$ cat config.mk
export PLATFORM = sky130hd
export DESIGN_NAME = pc_sequencer
export DESIGN_NICKNAME = d
export VERILOG_FILES = /design/src/rtl/pc_sequencer.sv
export SDC_FILE = /design/constraint.sdc
export NUM_CORES = 1
export LEC_CHECK = 0
export BUFFER_PORTS_ARGS = -buffer_cell sky130_fd_sc_hd__buf_2
export CAP_MARGIN = 20
export CORE_MARGIN = 4
export CORE_UTILIZATION = 46
export DETAILED_ROUTE_END_ITERATION = 8
export GPL_ROUTABILITY_DRIVEN = 0
export PLACE_DENSITY = 0.79
export RECOVER_POWER = 50
export SKIP_LAST_GASP = 1
export SLEW_MARGIN = 20
export SYNTH_ARGS = -nofsm -noshare
export SYNTH_HDL_FRONTEND = slang
export SYNTH_SLANG_ARGS = --single-unit
$ cat constraint.sdc
create_clock -name clock -period 2.14 [get_ports clock]
set_input_delay 0.107 -clock clock [delete_from_list [all_inputs] [get_ports clock]]
set_output_delay 0.107 -clock clock [all_outputs]
set_load 0.02 [all_outputs]
$ cat src/rtl/pc_sequencer.sv
// pc_sequencer: PC register with next-PC select and optional return-address stack (PC_SEQ_RAS_EN)
module pc_sequencer #(
  parameter int ADDR_W    = 17,
  parameter int RESET_PC  = 0,
  parameter int STEP      = 1,
  parameter int RAS_DEPTH = 4
) (
  input  logic              clock,
  input  logic              reset,
  input  logic              enable,
  input  logic              branch_taken,
  input  logic [ADDR_W-1:0] branch_target,
  input  logic              call,
  input  logic              ret,
  output logic [ADDR_W-1:0] pc,
  output logic [ADDR_W-1:0] pc_plus_one,
  output logic              stack_empty,
  output logic              stack_full,
  output logic              stack_error
);
  logic [ADDR_W-1:0] pc_nxt;
  assign pc_plus_one = pc + ADDR_W'(STEP);
  always_ff @(posedge clock or posedge reset)
    if (reset) pc <= ADDR_W'(RESET_PC);
    else if (enable) pc <= pc_nxt;
`ifdef PC_SEQ_RAS_EN
  localparam int PW = $clog2(RAS_DEPTH);
  logic [ADDR_W-1:0] ras [RAS_DEPTH];
  logic [PW-1:0] ptr, top;
  logic [PW:0] count;
  logic err, replace, push, pop, err_set;
  assign top = ptr - PW'(1);
  assign stack_empty = count == '0;
  assign stack_full = count == (PW+1)'(RAS_DEPTH);
  assign stack_error = err;
  // call+ret on an empty stack degenerates to a plain push
  assign replace = call && ret && !stack_empty;
  assign push = call && !replace;
  assign pop = ret && !call && !stack_empty;
  assign err_set = (ret && !call && stack_empty) || (call && !ret && stack_full);
  assign pc_nxt = call ? branch_target : pop ? ras[top] : (branch_taken && !ret) ? branch_target : pc_plus_one;
  always_ff @(posedge clock or posedge reset)
    if (reset) begin
      ptr <= '0;
      count <= '0;
      err <= 1'b0;
    end else if (enable) begin
      err <= err | err_set;
      if (push) begin
        ptr <= ptr + PW'(1);
        count <= stack_full ? count : count + 1'b1;
      end else if (pop) begin
        ptr <= top;
        count <= count - 1'b1;
      end
    end
  // a full stack wraps ptr onto the oldest entry, so pushing overwrites it
  always_ff @(posedge clock)
    if (enable && (push || replace)) ras[replace ? top : ptr] <= pc_plus_one;
`else
  logic unused_ret;
  assign unused_ret = ret;
  assign pc_nxt = (call || branch_taken) ? branch_target : pc_plus_one;
  assign stack_empty = 1'b1;
  assign stack_full = 1'b0;
  assign stack_error = 1'b0;
`endif
endmodule

==> results of run 1 <==
==> layer usage <==
metal / GRT usage [%] / vias up / share of wire (%)
li1: - / 647 / -
met1: 23.8 / 616 / 44
met2: 29.2 / 53 / 46
met3: 2.94 / 5 / 7.9
met4: 5.88 / 0 / 1.1
met5: 0 / - / 0
==> Yosys cell counts, types with 2 or more instances <==
cell | number | area share (%)
dfrtp_1 | 17 | 33
nand2_1 | 15 | 4.4
nor2_1 | 13 | 3.8
inv_1 | 11 | 3.2
xnor2_1 | 10 | 6.8
o21ai_0 | 8 | 3.1
a31o_2 | 7 | 4.7
clkbuf_1 | 6 | 1.7
nand3_1 | 6 | 2.3
a21oi_1 | 5 | 1.9
a22oi_1 | 5 | 2.9
a31oi_1 | 5 | 2.4
xor2_1 | 5 | 3.4
buf_4 | 3 | 1.7
nand4b_1 | 3 | 2.0
nor2b_1 | 3 | 1.5
nor3_1 | 3 | 1.2
nor4_2 | 3 | 2.9
o211ai_1 | 3 | 1.7
a22o_1 | 2 | 1.4
conb_1 | 2 | 0.58
mux2i_1 | 2 | 1.5
nand4_1 | 2 | 0.97
o22ai_1 | 2 | 0.97
==> path summary, 6_finish.rpt <==
path / start / to / slack, ps
setup / recovery: pc[4]$_DFFE_PP0P_ / pc_plus_one[13] / 130
hold / removal: branch_target[3] / pc[3]$_DFFE_PP0P_ / 60
setup reg to reg: pc[1]$_DFFE_PP0P_ / pc[14]$_DFFE_PP0P_ / 440
hold reg to reg: pc[16]$_DFFE_PP0P_ / pc[16]$_DFFE_PP0P_ / 620
max in group asynchronous: reset / pc[0]$_DFFE_PP0P_ / 1210
min in group asynchronous: reset / pc[13]$_DFFE_PP0P_ / 450
==> power by group through the flow <==
stage | combinational, uW | clock, uW | sequential, uW
detailed placement | 452 | 0 | 442
floorplan | 273 | 0 | 477
global placement | 446 | 0 | 436
global route | 493 | 195 | 451
CTS | 458 | 183 | 435
finish | 457 | 180 | 441
==> kinds of logic after synthesis <==
family,Yosys count,synth area share (%)
fa+ha+maj,1,0.967
simple gates,55,25.7
mux,2,1.55
flops,17,32.9
buf+inv,23,7.74
other cells,2,0.580
compound gates,39,20.4
xor+xnor,15,10.2
==> layout make-up <==
class                      instances  area [um^2]  share of cell area, %
inverter                          11         41.3                   2.54
timing repair buffer              58          284                   17.5
clock buffer                       4         26.3                   1.62
tap                               30         37.5                   2.31
sequential                        17          427                   26.3
multi-input combinational        115          810                   49.8
==> stage by stage <==
stage	instance area (um^2)	util [%]	hold WS, ps
final	1630	63.3	60.6
after global routing	1630	63.3	70.8
after CTS	1610	62.8	54.5
after detailed placement	1560	60.8	241
after global placement	1560	60.8	237
after floorplan	1300	-	33.1
==> worst max-delay path: stages, from the launching register on <==
cell	delay, ps
dfrtp_1	510
nand4_4	260
nor4_2	490
xor2_1	170
buf_2	180
==> layout by cell type, fill, tap and decap left out <==
cell	count
nor3_2	3
nor2_1	12
nand4_4	1
nand2_1	15
nand4b_1	3
mux2i_1	2
a31o_2	7
or3_1	1
buf_2	42
nand3_1	6
xnor2_1	10
clkbuf_4	3
nor3_1	1
nor2b_1	3
nor4_4	3
a22oi_1	5
a21boi_1	1
a22o_1	2
dfrtp_2	1
o211ai_1	3
a31oi_1	5
dlygate4sd3_1	1
nor2_2	1
ha_1	1
nor4_2	1
o22ai_1	2
buf_4	2
clkbuf_1	14
nand4_1	2
dfrtp_1	16
inv_1	11
xor2_1	5
or2_2	1
a2bb2oi_1	1
o21ai_0	8
conb_1	3
a21oi_1	5
nand4_2	1
nand3_4	1
==> timing repair <==
item | CTS | global route
hold buffers | 1 | 0
gates resized for setup | 2 | 4
buffers inserted | 0 | 1
pin swaps | 0 | 2
hold endpoints to repair | 17 | 0
setup endpoints to repair | 2 | 5
==> qor.yml, run 1 <==
fillCellCount: 247
worstHoldPathCells: 3
grt_setup_unrepaired: "yes"
top_regs: "pc x17"
p_total_uw: 1080
final-instance-count-excl-fill: 235
critPathLaunchType: "flip-flop"
max-vdd-ir-drop_uv: 416
die_area_um2: 3720
grt_start_max_net_pins: 39
final_min_period_over_clock_period_pct: 94.1
synth_enable_flop_cells: 0
fp.dieH_um: 61.0
groute.usage.overall_pct: 17.8
path_max_fanout: 9
cp_data_required_time_ps: 2030
fmax_mhz: 496
htreeDepth: 1
vias_per_inst: 5.62
status: "finished, final reports clean"
post_synth.cell_area_avg_um2: 8.40
power.share.combinational_pct: 42.4
ys.warnings.count: 0
synth_seq_area_share_pct: 32.9
total_leakage_power_uw: 0.000738
pwr-share-clk_pct: 16.7
place.detailed.hpwl_um: 2350
worstMarginPinSlew_ps: 689
number_of_buffers_created_by_cts: 3
timing.clock.skew_ps: 0.901
critical_path_class: "flip-flop to output pin"
drt_drc_violations_left: 0
pre_cts_ws_ps: 285
async_flop_share_pct: 100
synthesis.instances: 154
synth_area_um2: 1290
post-route-min-period_ps: 2010
floorplan.die.width_um: 61.0
buffer_ports.inserted: 55
clkSinkCount: 17
setup_ws_ps: 126
timing.final.max_slew_violations: 0
firstDrtPassIters: 4
report.final.hold_viol_count: 0
root_buffer: "clkbuf_4"
wl_per_cell_um: 14.3
clk_transition_reported_paths_ps: 100
synth-main-ff-cell: "dfrtp_1"
hold_path.class: "input port to flip-flop"
cts_tree: "built"
num-nets-final: 230
drive_gt1_share_pct: 32.7
pwrdens_nw_per_um2: 663
totalNegativeSetupSlack_ps: 0
antenna_found_initial: 0
largest_register_ffs: 17
vias: 1321
power.sequential.fraction_pct: 40.9
globalRouteOverflowTotal: 0
largest-register: "pc"
netSwitchingFraction_pct: 44.3
worst_skew_pair.late_latency_ps: 290
final_antenna_net_count: 0
timing.slew.headroom_pct: 54.0
number_of_global_route_vias_before_repair: 1112
dp_cells: 229
core_area_um2: 2570
synth_seq_cells: 17
cts_buffer_depth: 2
floorplan.initialDensity_pct: 50.4
area_growth_pct: 25.6
crit_arrival_ps: 1910
worst_setup_path_end_kind: "output pin"
setup-violations-final: 0
grt_first_pass_wirelength_um: 4970
finalWirelength_um: 3350
dr.first_iter.drc_count: 63
internal_power_uw: 599
timing.reg2reg.worst_path_depth: 5
pin_count: 60
floorplan.rows: 18
switchingPower_uw: 478
synth.lib_cells_used.distinct: 37
antenna_cells: 0
max_cap_violation_count: 0
No activity file was read; power rests on OpenSTA's default activity.
==> inputs of run 2 (changes only) <==
Settings changed: BUFFER_PORTS_ARGS -buffer_cell sky130_fd_sc_hd__buf_2 to unset, CORE_UTILIZATION 46 to 55, DONT_BUFFER_PORTS set to 1, PLACE_DENSITY 0.79 to 0.7.
==> qor.yml, run 2 (synthesis results as in run 1) <==
hold_path.class: "input port to flip-flop"
root_buffer: "clkbuf_4"
grt_setup_unrepaired: "yes"
min_from: "branch_target[15]"
final_layout_worst_hold_slack_ps: -0.141
htreeDepth: 1
pin_count: 60
groute.usage.overall_pct: 21.2
floorplan.initialDensity_pct: 57.9
cts_tree: "built"
floorplan.rows: 17
dr.first_iter.drc_count: 27
worst_setup_path_end_kind: "output pin"
place.detailed.hpwl_um: 2330
worstMarginPinSlew_ps: 829
timing.slew.headroom_pct: 44.6
vias_per_inst: 6.08
path_max_fanout: 5
violations: "hold timing"
fillCellCount: 203
largest_register_ffs: 17
whs_endpoint: "pc[15]$_DFFE_PP0P_"
fp.dieH_um: 56.5
number_of_global_route_vias_before_repair: 1169
worstHoldPathCells: 2
timing.rr.start: "pc[11]$_DFFE_PP0P_"
max-vdd-ir-drop_uv: 430
timing.final.max_slew_violations: 0
grt_first_pass_wirelength_um: 5540
pwr-share-clk_pct: 17.6
worst_skew_pair.late_latency_ps: 300
switchingPower_uw: 456
timing.clock.skew_ps: 11.4
top_regs: "pc x17"
clk_transition_reported_paths_ps: 110
wl_per_cell_um: 17.1
worst_r2r_endpoint: "pc[12]$_DFFE_PP0P_"
final_min_period_over_clock_period_pct: 97.3
fmax_mhz: 480
drt_drc_violations_left: 0
p_total_uw: 1020
power.sequential.fraction_pct: 45.2
largest-register: "pc"
dpl_cell_area_um2: 1370
floorplan.die.width_um: 56.5
worst-r2r-setup-slack_ps: 400
antenna_found_initial: 0
number_of_buffers_created_by_cts: 3
final_antenna_net_count: 0
num-nets-final: 191
finalWirelength_um: 3320
core_area_um2: 2230
status: "finished, violations left"
post-route-min-period_ps: 2080
netSwitchingFraction_pct: 44.6
total_leakage_power_uw: 0.000617
area_growth_pct: 14.9
cts_buffer_depth: 2
critPathLaunchType: "flip-flop"
power.share.combinational_pct: 37.2
crit_arrival_ps: 1980
clkSinkCount: 17
max_cap_violation_count: 0
pwrdens_nw_per_um2: 688
cp_data_required_time_ps: 2030
most-common-layout-cells: "nand2_1, dfrtp_1, nor2_1"
buffer_ports.inserted: 0
critical_path_class: "flip-flop to output pin"
drive_gt1_share_pct: 19.3
die_area_um2: 3190
timing.reg2reg.worst_path_depth: 4
internal_power_uw: 567
cts.repair_timing.setup_buffer_count: 0
fin_area_um2: 1490
setup-violations-final: 0
antenna_cells: 0
grt_start_max_net_pins: 24
firstDrtPassIters: 4
cp-startpoint: "pc[11]$_DFFE_PP0P_"
report.final.hold_viol_count: 1
vias: 1179
globalRouteOverflowTotal: 0
[run 2: cell types whose count changed in the layout (fill, tap and decap cells not counted), moves of 2 or more]
| cell | before | now |
|---|---|---|
| dlygate4sd3_1 | 1 | 7 |
| buf_4 | 2 | 9 |
| buf_2 | 42 | 0 |
| nor3_1 | 1 | 3 |
| nor3_2 | 3 | 1 |
| clkbuf_1 | 14 | 4 |
[run 2: worst max-delay path by stage]
stage                                  to
final                     pc_plus_one[15]
after global routing      pc_plus_one[15]
after CTS                 pc_plus_one[15]
after detailed placement  pc_plus_one[13]
after global placement    pc_plus_one[13]
after floorplan           pc_plus_one[16]
[run 2: cell type report]
class	count	area, um^2	share of cell area, %
timing repair buffer	19	149	10.0
multi-input combinational	115	807	54.3
clock buffer	4	26.3	1.77
sequential	17	428	28.8
tap	28	35.0	2.36
inverter	11	41.3	2.78
[run 2: power groups by stage]
stage | sequential [uW] | combinational (uW) | clock, uW
global route | 469 | 415 | 193
CTS | 459 | 383 | 179
global placement | 460 | 355 | 0
finish | 462 | 381 | 180
detailed placement | 465 | 365 | 0
floorplan | 477 | 273 | 0
[run 2: repair_timing]
item,CTS,global route
endpoints found under the hold margin,33,0
resized for setup,1,5
setup endpoints to repair,1,6
hold buffers,7,0
[run 2: stage by stage]
step	instances	worst slack, ps	util, %	setup TNS, ps
final	194	57.9	66.6	0
after detailed placement	183	290	61.2	0
after floorplan	155	261	-	0
after global routing	194	-58.3	66.6	-58.3
after global placement	183	344	61.2	0
after CTS	194	13.0	65.8	0
[run 2: routing by layer]
layer	global-route usage (%)	part of all wire, %
met1	25.6	39
met2	38.0	52
met3	4.60	7.5
met4	5.08	0.99
met5	0	0
[run 2: worst max-delay path, stage by stage, from the launching register on]
cell	delay, ps
dfrtp_1	540
nand4_1	340
nor4_2	460
xor2_1	190
buf_4	160
